`src/rtl/rptr_empty_lvl.sv`:
```
// Read-side pointer, empty flag and optional occupancy/almost-empty generator for the dual-clock FIFO.
// Optional level logic is enabled by defining RPTR_EMPTY_LEVEL_EN.
module rptr_empty_lvl #(
  parameter int unsigned ADDRSIZE      = 4,
  parameter int unsigned AEMPTY_THRESH = 2
) (
  input  logic                rclk,
  input  logic                rrst,
  input  logic                rinc,
  input  logic [ADDRSIZE:0]   rq2_wptr,
  output logic [ADDRSIZE-1:0] raddr,
  output logic [ADDRSIZE:0]   rptr,
  output logic                rempty,
  output logic                raempty,
  output logic [ADDRSIZE:0]   rlevel,
  output logic                runderflow
);

  localparam int unsigned PW = ADDRSIZE + 1;

  if (ADDRSIZE < 2 || AEMPTY_THRESH >= (1 << ADDRSIZE)) begin : g_param_check
    $error("rptr_empty_lvl: illegal ADDRSIZE/AEMPTY_THRESH");
  end

  logic [PW-1:0] rbin;
  logic [PW-1:0] rbinnext;
  logic [PW-1:0] rgraynext;
  logic [PW-1:0] rlevel_next;
  logic          rempty_next;
  logic          raempty_next;

  // Next pointer and empty compare; a read while empty does not advance.
  always_comb begin
    rbinnext    = rbin + PW'(rinc & ~rempty);
    rgraynext   = (rbinnext >> 1) ^ rbinnext;
    rempty_next = (rgraynext == rq2_wptr);
  end

`ifdef RPTR_EMPTY_LEVEL_EN
  localparam logic [PW-1:0] THRESH = PW'(AEMPTY_THRESH);

  logic [PW-1:0] wbin_s;

  // Gray-to-binary of the synchronized write pointer, then modular distance.
  always_comb begin
    wbin_s = '0;
    for (int unsigned i = 0; i < PW; i++) begin
      wbin_s[i] = ^(rq2_wptr >> i);
    end
    rlevel_next  = wbin_s - rbinnext;
    raempty_next = (rlevel_next <= THRESH);
  end
`else
  always_comb begin
    rlevel_next  = '0;
    raempty_next = rempty_next;
  end
`endif

  always_ff @(posedge rclk) begin
    if (rrst) begin
      rbin       <= '0;
      rptr       <= '0;
      rempty     <= 1'b1;
      raempty    <= 1'b1;
      rlevel     <= '0;
      runderflow <= 1'b0;
    end else begin
      rbin    <= rbinnext;
      rptr    <= rgraynext;
      rempty  <= rempty_next;
      raempty <= raempty_next;
      rlevel  <= rlevel_next;
      if (rinc && rempty) begin
        runderflow <= 1'b1;
      end
    end
  end

  assign raddr = rbin[ADDRSIZE-1:0];

endmodule

```
`config.mk`:
```
export PLATFORM = sky130hd
export DESIGN_NAME = rptr_empty_lvl
export DESIGN_NICKNAME = d
export VERILOG_FILES = /design/src/rtl/rptr_empty_lvl.sv
export SDC_FILE = /design/constraint.sdc
export NUM_CORES = 1
export LEC_CHECK = 0
export ABC_AREA = 0
export CAP_MARGIN = 20
export CORE_MARGIN = 5
export CORE_UTILIZATION = 35
export DETAILED_ROUTE_END_ITERATION = 10
export PLACE_DENSITY_LB_ADDON = 0.15
export SKIP_CTS_REPAIR_TIMING = 1
export SLEW_MARGIN = 0
export SYNTH_ARGS = -nofsm -noshare
export SYNTH_HDL_FRONTEND = slang
export SYNTH_SLANG_ARGS = --single-unit
```
`constraint.sdc`:
```
create_clock -name rclk -period 2.4 [get_ports rclk]
set_input_delay 0.48 -clock rclk [delete_from_list [all_inputs] [get_ports rclk]]
set_output_delay 0.48 -clock rclk [all_outputs]
set_load 0.02 [all_outputs]
```
* Word level (Yosys, flattened, before mapping)
Index checks and enable logic that the tools add are counted.
Word-level totals: flip-flop bits (word level) 12, output and inout bits 17
Operators by class: reductions and logical operators 1, bitwise gates (word level) 3, $add $sub $neg 1, eq/ne operators 1
Operators by type and width (number):
- adder 5 bit | 1
- AND 1 x 5 -> 5 bit | 1
- == test 5 bit | 1
- NOT 1 -> 5 bit | 1
- XOR 4 x 5 -> 5 bit | 1
- logical AND 1 bit | 1

* Longest topological paths before layout
Gate-level depths: netlist of run 1.
depth after elaboration 5, mapped depth 8, gate-level depth less buffers 8

* Worst setup path after synthesis of run 1
Ideal clock, no wire load.
path kind input to register, from input rinc, to register raempty, arrival time 1.735 ns, library setup time 0.116 ns, slack 0.549 ns, buffers on the path 0, stages 8, cells stage by stage nor2b_1 ha_1 ha_1 nor2b_1 a22oi_1 o31ai_2 xnor2_1 a41o_1
Between the ends: cells in the longest elaborated chain, start to end 4
Ends and longest elaborated chain:
- start: declaration | RTL line 9 | input logic rinc,
- AND 1 x 5 -> 5 bit | RTL line 34 | rbinnext = rbin + PW'(rinc & ~rempty);
- adder 5 bit | RTL line 34
- XOR 4 x 5 -> 5 bit | RTL line 35 | rgraynext = (rbinnext >> 1) ^ rbinnext;
- == test 5 bit | RTL line 36 | rempty_next = (rgraynext == rq2_wptr);
- end signal: assignment | RTL line 72 | raempty <= raempty_next;
- end: declaration | RTL line 14 | output logic raempty,
No other way between the ends. A chain may end at the register's enable or synchronous reset.

* Final worst setup path of run 1
Ends and elaborated chain as after synthesis.

==> flow_metrics.env, run 1 <==
export IMPL_fillers=159
export IMPL_dieArea_um2=2466
export IMPL_ys_warnings_count=0
export IMPL_power_leakage_nw=0.3179
export IMPL_p_per_area_nw_per_um2=518.5
export IMPL_start_kind="input pin"
export IMPL_ir_worst_vdd_mv=0.3568
export IMPL_synthTopCellsByArea="dfxtp_1 40%, xnor2_1 11%, xor2_1 11%, buf_4 8.2%, nor2b_1 5.7%"
export IMPL_clkTransAtPathRegs_ps=70
export IMPL_max_freq_ghz=0.4742
export IMPL_drt_wl_total_mm=1.109
export IMPL_multi_input_area_um2=292.8
export IMPL_setup_violations_final=0
export IMPL_area_delta_synth_final_pct=40.91
export IMPL_layout_min_cycle_time_ps=2109
export IMPL_coreArea_um2=1506
export IMPL_netlist_area_um2=550.5
export IMPL_vias=433
export IMPL_clk_latency_ps=270
export IMPL_report_final_slew_viol_count=0
export IMPL_drtIter0Drc=2
export IMPL_finalClockSkew_ps=1.416
export IMPL_final_net_count=94
export IMPL_post_dp_hpwl_um=854.2
export IMPL_antenna_found_initial=0
export IMPL_rsz0062_at_grt="no"
export IMPL_start_util_pct=36.54
export IMPL_post_synth_top_area_fraction_pct=40.00
export IMPL_io_buffers=19
export IMPL_h_tree_depth=1
export IMPL_netlist_instances=60
export IMPL_die_h_um=49.66
export IMPL_grt_max_degree=12
export IMPL_ant_nets=0
export IMPL_numCtsBuffers=3
export IMPL_antenna_cells=0
export IMPL_drive_above_1_share_pct=8.434
export IMPL_worst_setup_path_end_kind="flip-flop"
export IMPL_io_pins=25
export IMPL_cts_sinks=11
export IMPL_cp_arrival_ps=2280
export IMPL_track_usage_pct=9.846
export IMPL_wl_per_cell_um=11.20
export IMPL_drt_pass1_iter_count=2
export IMPL_crit_type="in -> reg"
export IMPL_hold_viol=0
export IMPL_max_cap_violations=0
export IMPL_cts_path_max_buffers=2
export IMPL_syn_area_per_cell_um2=9.175
export IMPL_rows=14
export IMPL_reg2reg_slack_ps=660
export IMPL_ys_types=17
export IMPL_hp_start="runderflow"
export IMPL_drc_errors=0
export IMPL_synth_ff_latch_count=11
export IMPL_root_buffer="clkbuf_4"
export IMPL_cts_tree="done"
export IMPL_reg2reg_depth=8
export IMPL_hold_ws_ps=485.8
export IMPL_r2r_start="raempty"
export IMPL_crit_fanout=4
export IMPL_grt_overflow=0
export IMPL_chipWidth_um=49.66
export IMPL_fin_tns_setup_ps=0
export IMPL_status="completed"
export IMPL_reg2reg_to="raempty"
export IMPL_whs_endpoint="runderflow"
export IMPL_whs_path_depth=2
export IMPL_hold_class="reg -> reg"
export IMPL_grt_pass1_wl_mm=1.876
export IMPL_finalCritPeriodShare_pct=87.86
export IMPL_place_gp_congestion=0.7142
export IMPL_synth_top_cell_by_area="dfxtp_1"
export IMPL_grt_pass1_vias=433
export IMPL_avgViaCountPerCell=4.374
export IMPL_synth_seq_area_share_pct=40.00
export IMPL_crit_required_ps=2570
export IMPL_regArea_um2=220.2
[worst max path at each step]
stage / slack [ps] / start / to / depth (start not counted)
detailed placement: 0.3 / rinc / raempty / 9
global route: 160 / rinc / raempty / 9
finish: 290 / rinc / raempty / 9
global placement: 30 / rinc / raempty / 8
floorplan: 550 / rinc / raempty / 8
CTS: 290 / rinc / raempty / 9
[critical path: stages]
cell and delay, ps:
clkdlybuf4s50_1 470, nor2b_1 140, ha_1 180, ha_1 240, nor2b_1 90, a22oi_1 190
o31ai_2 120, xnor2_1 140, a41o_1 240
[synthesized netlist by cell type, drive strengths merged]
cell type,n
a21oi,1
a22oi,1
a41o,1
buf,6
clkbuf,1
conb,1
dfxtp,11
ha,2
inv,1
nand2,4
nand3,2
nor2,8
nor2b,5
o21ai,1
o31ai,1
xnor2,7
xor2,7
[sequential cells by signal, summed over array words and instances (netlist names)]
signal,count
rbin,4
runderflow,1
raempty,1
rptr,5
[kinds of logic (layout without fill, tap and decap cells)]
family / count (synthesis) / after routing / share of synthesized area [%]
simple gates: 19 / 19 / 15.68
xor+xnor: 14 / 14 / 22.27
flops: 11 / 11 / 40.00
buf+inv: 8 / 27 / 9.544
compound gates: 5 / 5 / 7.271
fa+ha+maj: 2 / 2 / 4.545
other cells: 1 / 5 / 0.6812
[through the flow]
step	utilization, %	instance area, um^2	std cells	worst slack (ps)	total power [mW]
2_1_floorplan	-	565.5	64	548.5	0.2500
3_3_place_gp	49.75	749.5	95	30.79	0.2770
3_5_place_dp	49.75	749.5	95	0.3384	0.2777
4_1_cts	51.50	775.7	99	290.6	0.4114
5_1_grt	51.50	775.7	99	155.9	0.4254
6_report	51.50	775.7	99	291.4	0.4022
[final cells by class]
type	instances	share of cell area, %
inverter	1	0.4839
tap	16	2.581
clock buffer	4	3.387
sequential	11	28.39
timing repair buffer	22	27.42
multi-input combinational	45	37.74
[layer usage]
layer	vias up	GRT usage [%]	wire length [um]
li1	225	-	-
met1	191	10.55	434
met2	15	15.89	558
met3	2	5.422	105
met4	0	3.930	10
met5	-	0	0
[cell usage in the layout (no fill, tap or decap)]
| master | instances |
|---|---|
| a21oi_1 | 1 |
| a22oi_1 | 1 |
| a41o_1 | 1 |
| buf_4 | 3 |
| clkbuf_1 | 1 |
| clkbuf_4 | 3 |
| clkdlybuf4s50_1 | 19 |
| conb_1 | 5 |
| dfxtp_1 | 11 |
| ha_1 | 2 |
| inv_1 | 1 |
| nand2_1 | 4 |
| nand3_1 | 2 |
| nor2_1 | 8 |
| nor2b_1 | 5 |
| o21ai_0 | 1 |
| o31ai_2 | 1 |
| xnor2_1 | 7 |
| xor2_1 | 7 |
[power breakdown]
part,internal [mW],switching [mW]
registers,0.190,0.00387
clock network,0.0645,0.0646
logic,0.0387,0.0406
total,0.293,0.109
No activity file was read; power rests on OpenSTA's default activity.
==> inputs of run 2 (changes only) <==
GPL_TIMING_DRIVEN = 0   (was unset)
SETUP_SLACK_MARGIN = 0.15   (was unset)
==> flow_metrics.env, run 2 (synthesis gave the netlist of run 1 again) <==
export IMPL_clkTransAtPathRegs_ps=70
export IMPL_switching_share_pct=26.65
export IMPL_drive_above_1_share_pct=14.94
export IMPL_power_frac_comb_pct=21.4
export IMPL_status="completed"
export IMPL_io_pins=25
export IMPL_coreArea_um2=1506
export IMPL_rows=14
export IMPL_reg_top3="rptr (5), rbin (4)"
export IMPL_clk_latency_ps=270
export IMPL_largest_reg_flops=5
export IMPL_r2r_start="raempty"
export IMPL_numCtsBuffers=3
export IMPL_crit_type="in -> reg"
export IMPL_dp_cells=99
export IMPL_place_ws_ps=-83.18
export IMPL_place_gp_congestion=0.6690
export IMPL_hold_ws_ps=492.7
export IMPL_start_kind="input pin"
export IMPL_pwr_share_clk_pct=31.3
export IMPL_chipWidth_um=49.66
export IMPL_p_sw_uw=109.5
export IMPL_power_leakage_nw=0.3292
export IMPL_grt_max_degree=11
export IMPL_drt_wl_total_mm=1.122
export IMPL_fin_ws_ps=268.6
export IMPL_max_cap_violations=0
export IMPL_final_net_count=98
export IMPL_crit_fanout=4
export IMPL_reg2reg_slack_ps=640
export IMPL_h_tree_depth=1
export IMPL_cp_arrival_ps=2290
export IMPL_post_dp_hpwl_um=815.5
export IMPL_grt_pass1_vias=393
export IMPL_setup_violations_final=0
export IMPL_cp_common_cell="nor2b_1"
export IMPL_seq_power_share_pct=47.3
export IMPL_cts_tree="done"
export IMPL_grt_pass1_wl_mm=1.759
export IMPL_antenna_found_initial=0
export IMPL_fin_cells=103
export IMPL_avgViaCountPerCell=4.379
export IMPL_io_buffers=19
export IMPL_mostFrequentLayoutCells="19 x clkdlybuf4s50_1, 11 x dfxtp_1, 8 x nor2_1, 7 x xnor2_1"
export IMPL_crit_required_ps=2560
export IMPL_ir_worst_vdd_mv=0.3050
export IMPL_finalClockSkew_ps=9.162
export IMPL_layout_commonest_cell="clkdlybuf4s50_1"
export IMPL_worstSetupStartpoint="rinc"
export IMPL_ant_nets=0
export IMPL_drc_errors=0
export IMPL_rsz0062_at_grt="no"
export IMPL_regMostFlops="rptr"
export IMPL_track_usage_pct=9.612
export IMPL_grt_overflow=0
export IMPL_hold_class="reg -> reg"
export IMPL_path_buf_inv=1
export IMPL_worst_path_max_delay_cell="clkdlybuf4s50_1"
export IMPL_die_h_um=49.66
export IMPL_dieArea_um2=2466
export IMPL_max_freq_ghz=0.4692
export IMPL_reg2reg_depth=8
export IMPL_finalCritPeriodShare_pct=88.81
export IMPL_p_int_uw=301.4
export IMPL_wl_per_cell_um=10.89
export IMPL_layout_min_cycle_time_ps=2131
export IMPL_p_per_area_nw_per_um2=498.3
export IMPL_area_delta_synth_final_pct=49.77
export IMPL_vias=451
export IMPL_antenna_cells=0
export IMPL_worst_setup_path_end_kind="flip-flop"
export IMPL_start_util_pct=36.54
export IMPL_crit_cells=9
export IMPL_root_buffer="clkbuf_4"
export IMPL_fin_tns_setup_ps=0
export IMPL_cts_path_max_buffers=2
export IMPL_drt_pass1_iter_count=4
export IMPL_cp_endpoint="raempty"
export IMPL_crit_chain="clkdlybuf4s50_1 > nor2b_1 > ha_2 > ha_4 > nor2b_1 > a22oi_1 > o31ai_2 > xnor2_1 > a41o_1"
export IMPL_hold_viol=0
export IMPL_reg2reg_to="raempty"
export IMPL_report_final_slew_viol_count=0
export IMPL_critical_path_top_delay_family="compound AO/OA/AOI/OAI gates"
export IMPL_cts_sinks=11
export IMPL_slowest_delay_ps=470
export IMPL_drtIter0Drc=1
-- run 2: cell count changes in the layout (fill, tap and decap cells not counted), sizes merged --
cell / before / now
buf: 3 / 6
clkbuf: 4 / 5
-- run 2: worst reg2reg max path, delay by kind of cell (launching register included) --
kind | cells | cell delay [ps]
flops | 1 | 330
compound gates | 3 | 570
simple gates | 2 | 210
fa+ha+maj | 2 | 400
xor+xnor | 1 | 140
-- run 2: how the worst min path moves through the flow --
| stage | start | endpoint | slack [ps] | cells past startpoint |
|---|---|---|---|---|
| after global routing | runderflow | runderflow | 550 | 2 |
| after floorplan | rrst | rbin[0] | 550 | 1 |
| final | runderflow | runderflow | 490 | 2 |
| after CTS | runderflow | runderflow | 500 | 2 |
| after detailed placement | runderflow | runderflow | 480 | 2 |
| after global placement | runderflow | runderflow | 450 | 2 |
-- run 2: power groups by stage --
stage / clock, mW / sequential [mW] / combinational [mW]
floorplan: 0 / 0.207 / 0.0428
global placement: 0 / 0.198 / 0.0858
detailed placement: 0 / 0.198 / 0.0857
CTS: 0.135 / 0.194 / 0.0863
global route: 0.145 / 0.195 / 0.0957
finish: 0.128 / 0.194 / 0.0881
-- run 2: cell type report --
cell class / count / area (um^2)
Buffer: 7 / 48.80
Clock buffer: 4 / 26.28
Fill cell: 155 / 681.9
Inverter: 1 / 3.754
Multi-Input combinational cell: 45 / 315.3
Sequential cell: 11 / 220.2
Tap cell: 16 / 20.02
Timing Repair Buffer: 19 / 190.2
-- run 2: routing by layer --
layer | GRT usage [%] | wire [um]
met3 | 3.614 | 84
met1 | 10.77 | 473
met5 | 0 | 0
met2 | 13.56 | 554
met4 | 9.170 | 10
-- run 2: metrics by stage --
| step | power, mW | cell area (um^2) | util, % |
|---|---|---|---|
| finish | 0.4109 | 824.5 | 54.73 |
| global route | 0.4364 | 824.5 | 54.73 |
| CTS | 0.4159 | 802.0 | 53.24 |
| detailed placement | 0.2839 | 775.7 | 51.50 |
| global placement | 0.2840 | 775.7 | 51.50 |
| floorplan | 0.2500 | 565.5 | - |
==> inputs of run 3 (changes only) <==
ABC_AREA = 1   (was 0)
==> flow_metrics.env, run 3 <==
export IMPL_synth_ff_type="dfxtp_1"
export IMPL_rsz0062_at_grt="no"
export IMPL_ys_warnings_count=0
export IMPL_synth_top_cell_by_area="dfxtp_1"
export IMPL_ant_nets=0
export IMPL_numCtsBuffers=3
export IMPL_post_dp_hpwl_mm=1.111
export IMPL_reg2reg_slack_ps=670
export IMPL_start_util_pct=37.20
export IMPL_regArea_um2=220.2
export IMPL_setup_violations_final=0
export IMPL_synth_ff_latch_count=11
export IMPL_max_freq_ghz=0.4857
export IMPL_chipWidth_um=53.08
export IMPL_die_h_um=53.08
export IMPL_grt_max_degree=11
export IMPL_p_per_area_nw_per_um2=454.9
export IMPL_layout_commonest_cell="nand2_1"
export IMPL_multi_input_area_um2=334.1
export IMPL_ir_worst_vdd_mv=0.2896
export IMPL_yosysMostFrequentCell="nand2_1"
export IMPL_clkTransAtPathRegs_ps=70
export IMPL_placed_cell_area_um2=885.9
export IMPL_cts_tree="done"
export IMPL_crit_type="in -> reg"
export IMPL_io_buffers=19
export IMPL_post_synth_top_area_fraction_pct=33.91
export IMPL_crit_required_ps=2620
export IMPL_synth_async_reset_ratio_pct=0
export IMPL_coreArea_um2=1745
export IMPL_regMostFlops="rptr"
export IMPL_yosys_top_cells_count="25 x nand2_1, 13 x inv_1, 13 x nand3_1, 11 x dfxtp_1, 8 x nor2_1"
export IMPL_largest_reg_flops=5
export IMPL_place_gp_congestion=0.7128
export IMPL_hold_viol=0
export IMPL_drc_errors=0
export IMPL_clk_latency_ps=270
export IMPL_reg2reg_depth=12
export IMPL_drtIter0Drc=9
export IMPL_whs_path_depth=2
export IMPL_io_pins=25
export IMPL_cp_arrival_ps=2280
export IMPL_finalClockSkew_ps=3.079
export IMPL_syn_area_per_cell_um2=6.695
export IMPL_synth_seq_area_share_pct=33.91
export IMPL_final_net_count=135
export IMPL_whs_endpoint="runderflow"
export IMPL_h_tree_depth=1
export IMPL_netlist_area_um2=649.4
export IMPL_wl_per_cell_um=9.322
export IMPL_drive_above_1_share_pct=14.52
export IMPL_reg_top3="rptr (5), rbin (4)"
export IMPL_synth_enable_flop_cells=0
export IMPL_hp_start="runderflow"
export IMPL_place_ws_ps=-8.431
export IMPL_netlist_instances=97
export IMPL_cts_path_max_buffers=2
export IMPL_root_buffer="clkbuf_4"
export IMPL_vias=631
export IMPL_crit_fanout=4
export IMPL_worst_setup_path_end_kind="flip-flop"
export IMPL_synthTopCellsByArea="dfxtp_1 34%, nand2_1 14%, nand3_1 10%, inv_1 7.5%, buf_4 6.9%"
export IMPL_fillers=182
export IMPL_status="completed"
export IMPL_grt_overflow=0
export IMPL_dieArea_um2=2817
export IMPL_area_delta_synth_final_pct=40.85
export IMPL_start_kind="input pin"
export IMPL_track_usage_pct=11.66
export IMPL_ys_types=16
export IMPL_mostFrequentLayoutCells="25 x nand2_1, 19 x clkdlybuf4s50_1, 13 x nand3_1, 12 x inv_1, 11 x dfxtp_1"
export IMPL_reg2reg_to="raempty"
export IMPL_report_final_slew_viol_count=0
export IMPL_max_cap_violations=0
export IMPL_worstSetupStartpoint="rinc"
export IMPL_antenna_cells=0
export IMPL_power_leakage_nw=0.4478
export IMPL_antenna_found_initial=0
export IMPL_finalCritPeriodShare_pct=85.79
export IMPL_rows=15
export IMPL_drt_wl_total_mm=1.389
export IMPL_cts_sinks=11
export IMPL_r2r_start="raempty"
export IMPL_avgViaCountPerCell=4.235
export IMPL_fin_ws_ps=341.1
export IMPL_layout_min_cycle_time_ps=2059
export IMPL_final_cell_area_um2=914.6
export IMPL_hold_class="reg -> reg"
export IMPL_grt_pass1_wl_mm=2.394
export IMPL_grt_pass1_vias=623
export IMPL_drt_pass1_iter_count=4
[run 3: critical path: stages]
cell and delay (ps):
clkdlybuf4s50_1 470, inv_1 40, nor2_1 90, ha_2 220
ha_1 290, inv_2 100, nand2_1 80, nand2_1 70
nand2_1 50, nand2_1 60, nand3_1 80, nor2_1 100
nand3_1 90, nand2_1 60
[run 3: cells by family after synthesis]
family | count (synthesis) | share of synthesized area [%]
DFF | 11 | 33.91
other | 1 | 0.5775
buffers and inverters | 22 | 17.34
adders and majority gates | 2 | 3.853
and+or+nand+nor | 56 | 40.46
AOI/OAI and AO/OA | 5 | 3.853
[run 3: worst max path at each step]
stage,slack (ps),cells past startpoint,end
after CTS,270,14,raempty
after detailed placement,-8,14,raempty
after global routing,150,15,raempty
final,340,14,raempty
after global placement,20,14,raempty
after floorplan,670,13,raempty
[run 3: layout make-up]
| type | instances | area share (%) |
|---|---|---|
| buffer | 8 | 6.566 |
| tap | 25 | 3.420 |
| timing repair buffer | 19 | 20.79 |
| multi-input combinational | 68 | 36.53 |
| clock buffer | 4 | 2.873 |
| inverter | 14 | 5.746 |
| sequential | 11 | 24.08 |
[run 3: report_power, final]
group | internal, mW | switching, mW | total, mW
clock network | 0.0643 | 0.0661 | 0.130
logic | 0.0448 | 0.0468 | 0.0916
registers | 0.190 | 0.00425 | 0.194
total | 0.299 | 0.117 | 0.416
[run 3: stage by stage]
step	hold slack, ps	TNS [ps]	util [%]	instances	total power [mW]
finish	482.9	0	52.40	149	0.4161
global route	506.4	0	52.40	149	0.4419
CTS	482.9	0	52.26	149	0.4177
detailed placement	457.9	-8.431	50.75	145	0.2891
global placement	448.0	0	50.75	145	0.2884
floorplan	570.1	0	-	101	0.2537
[run 3: metal layers]
| metal | global-route usage (%) | wire [um] | vias up |
|---|---|---|---|
| met5 | 0 | 0 | - |
| met4 | 7.660 | 23 | 0 |
| met3 | 1.690 | 64 | 4 |
| met2 | 16.53 | 620 | 18 |
| met1 | 16.07 | 680 | 262 |
| li1 | - | - | 347 |
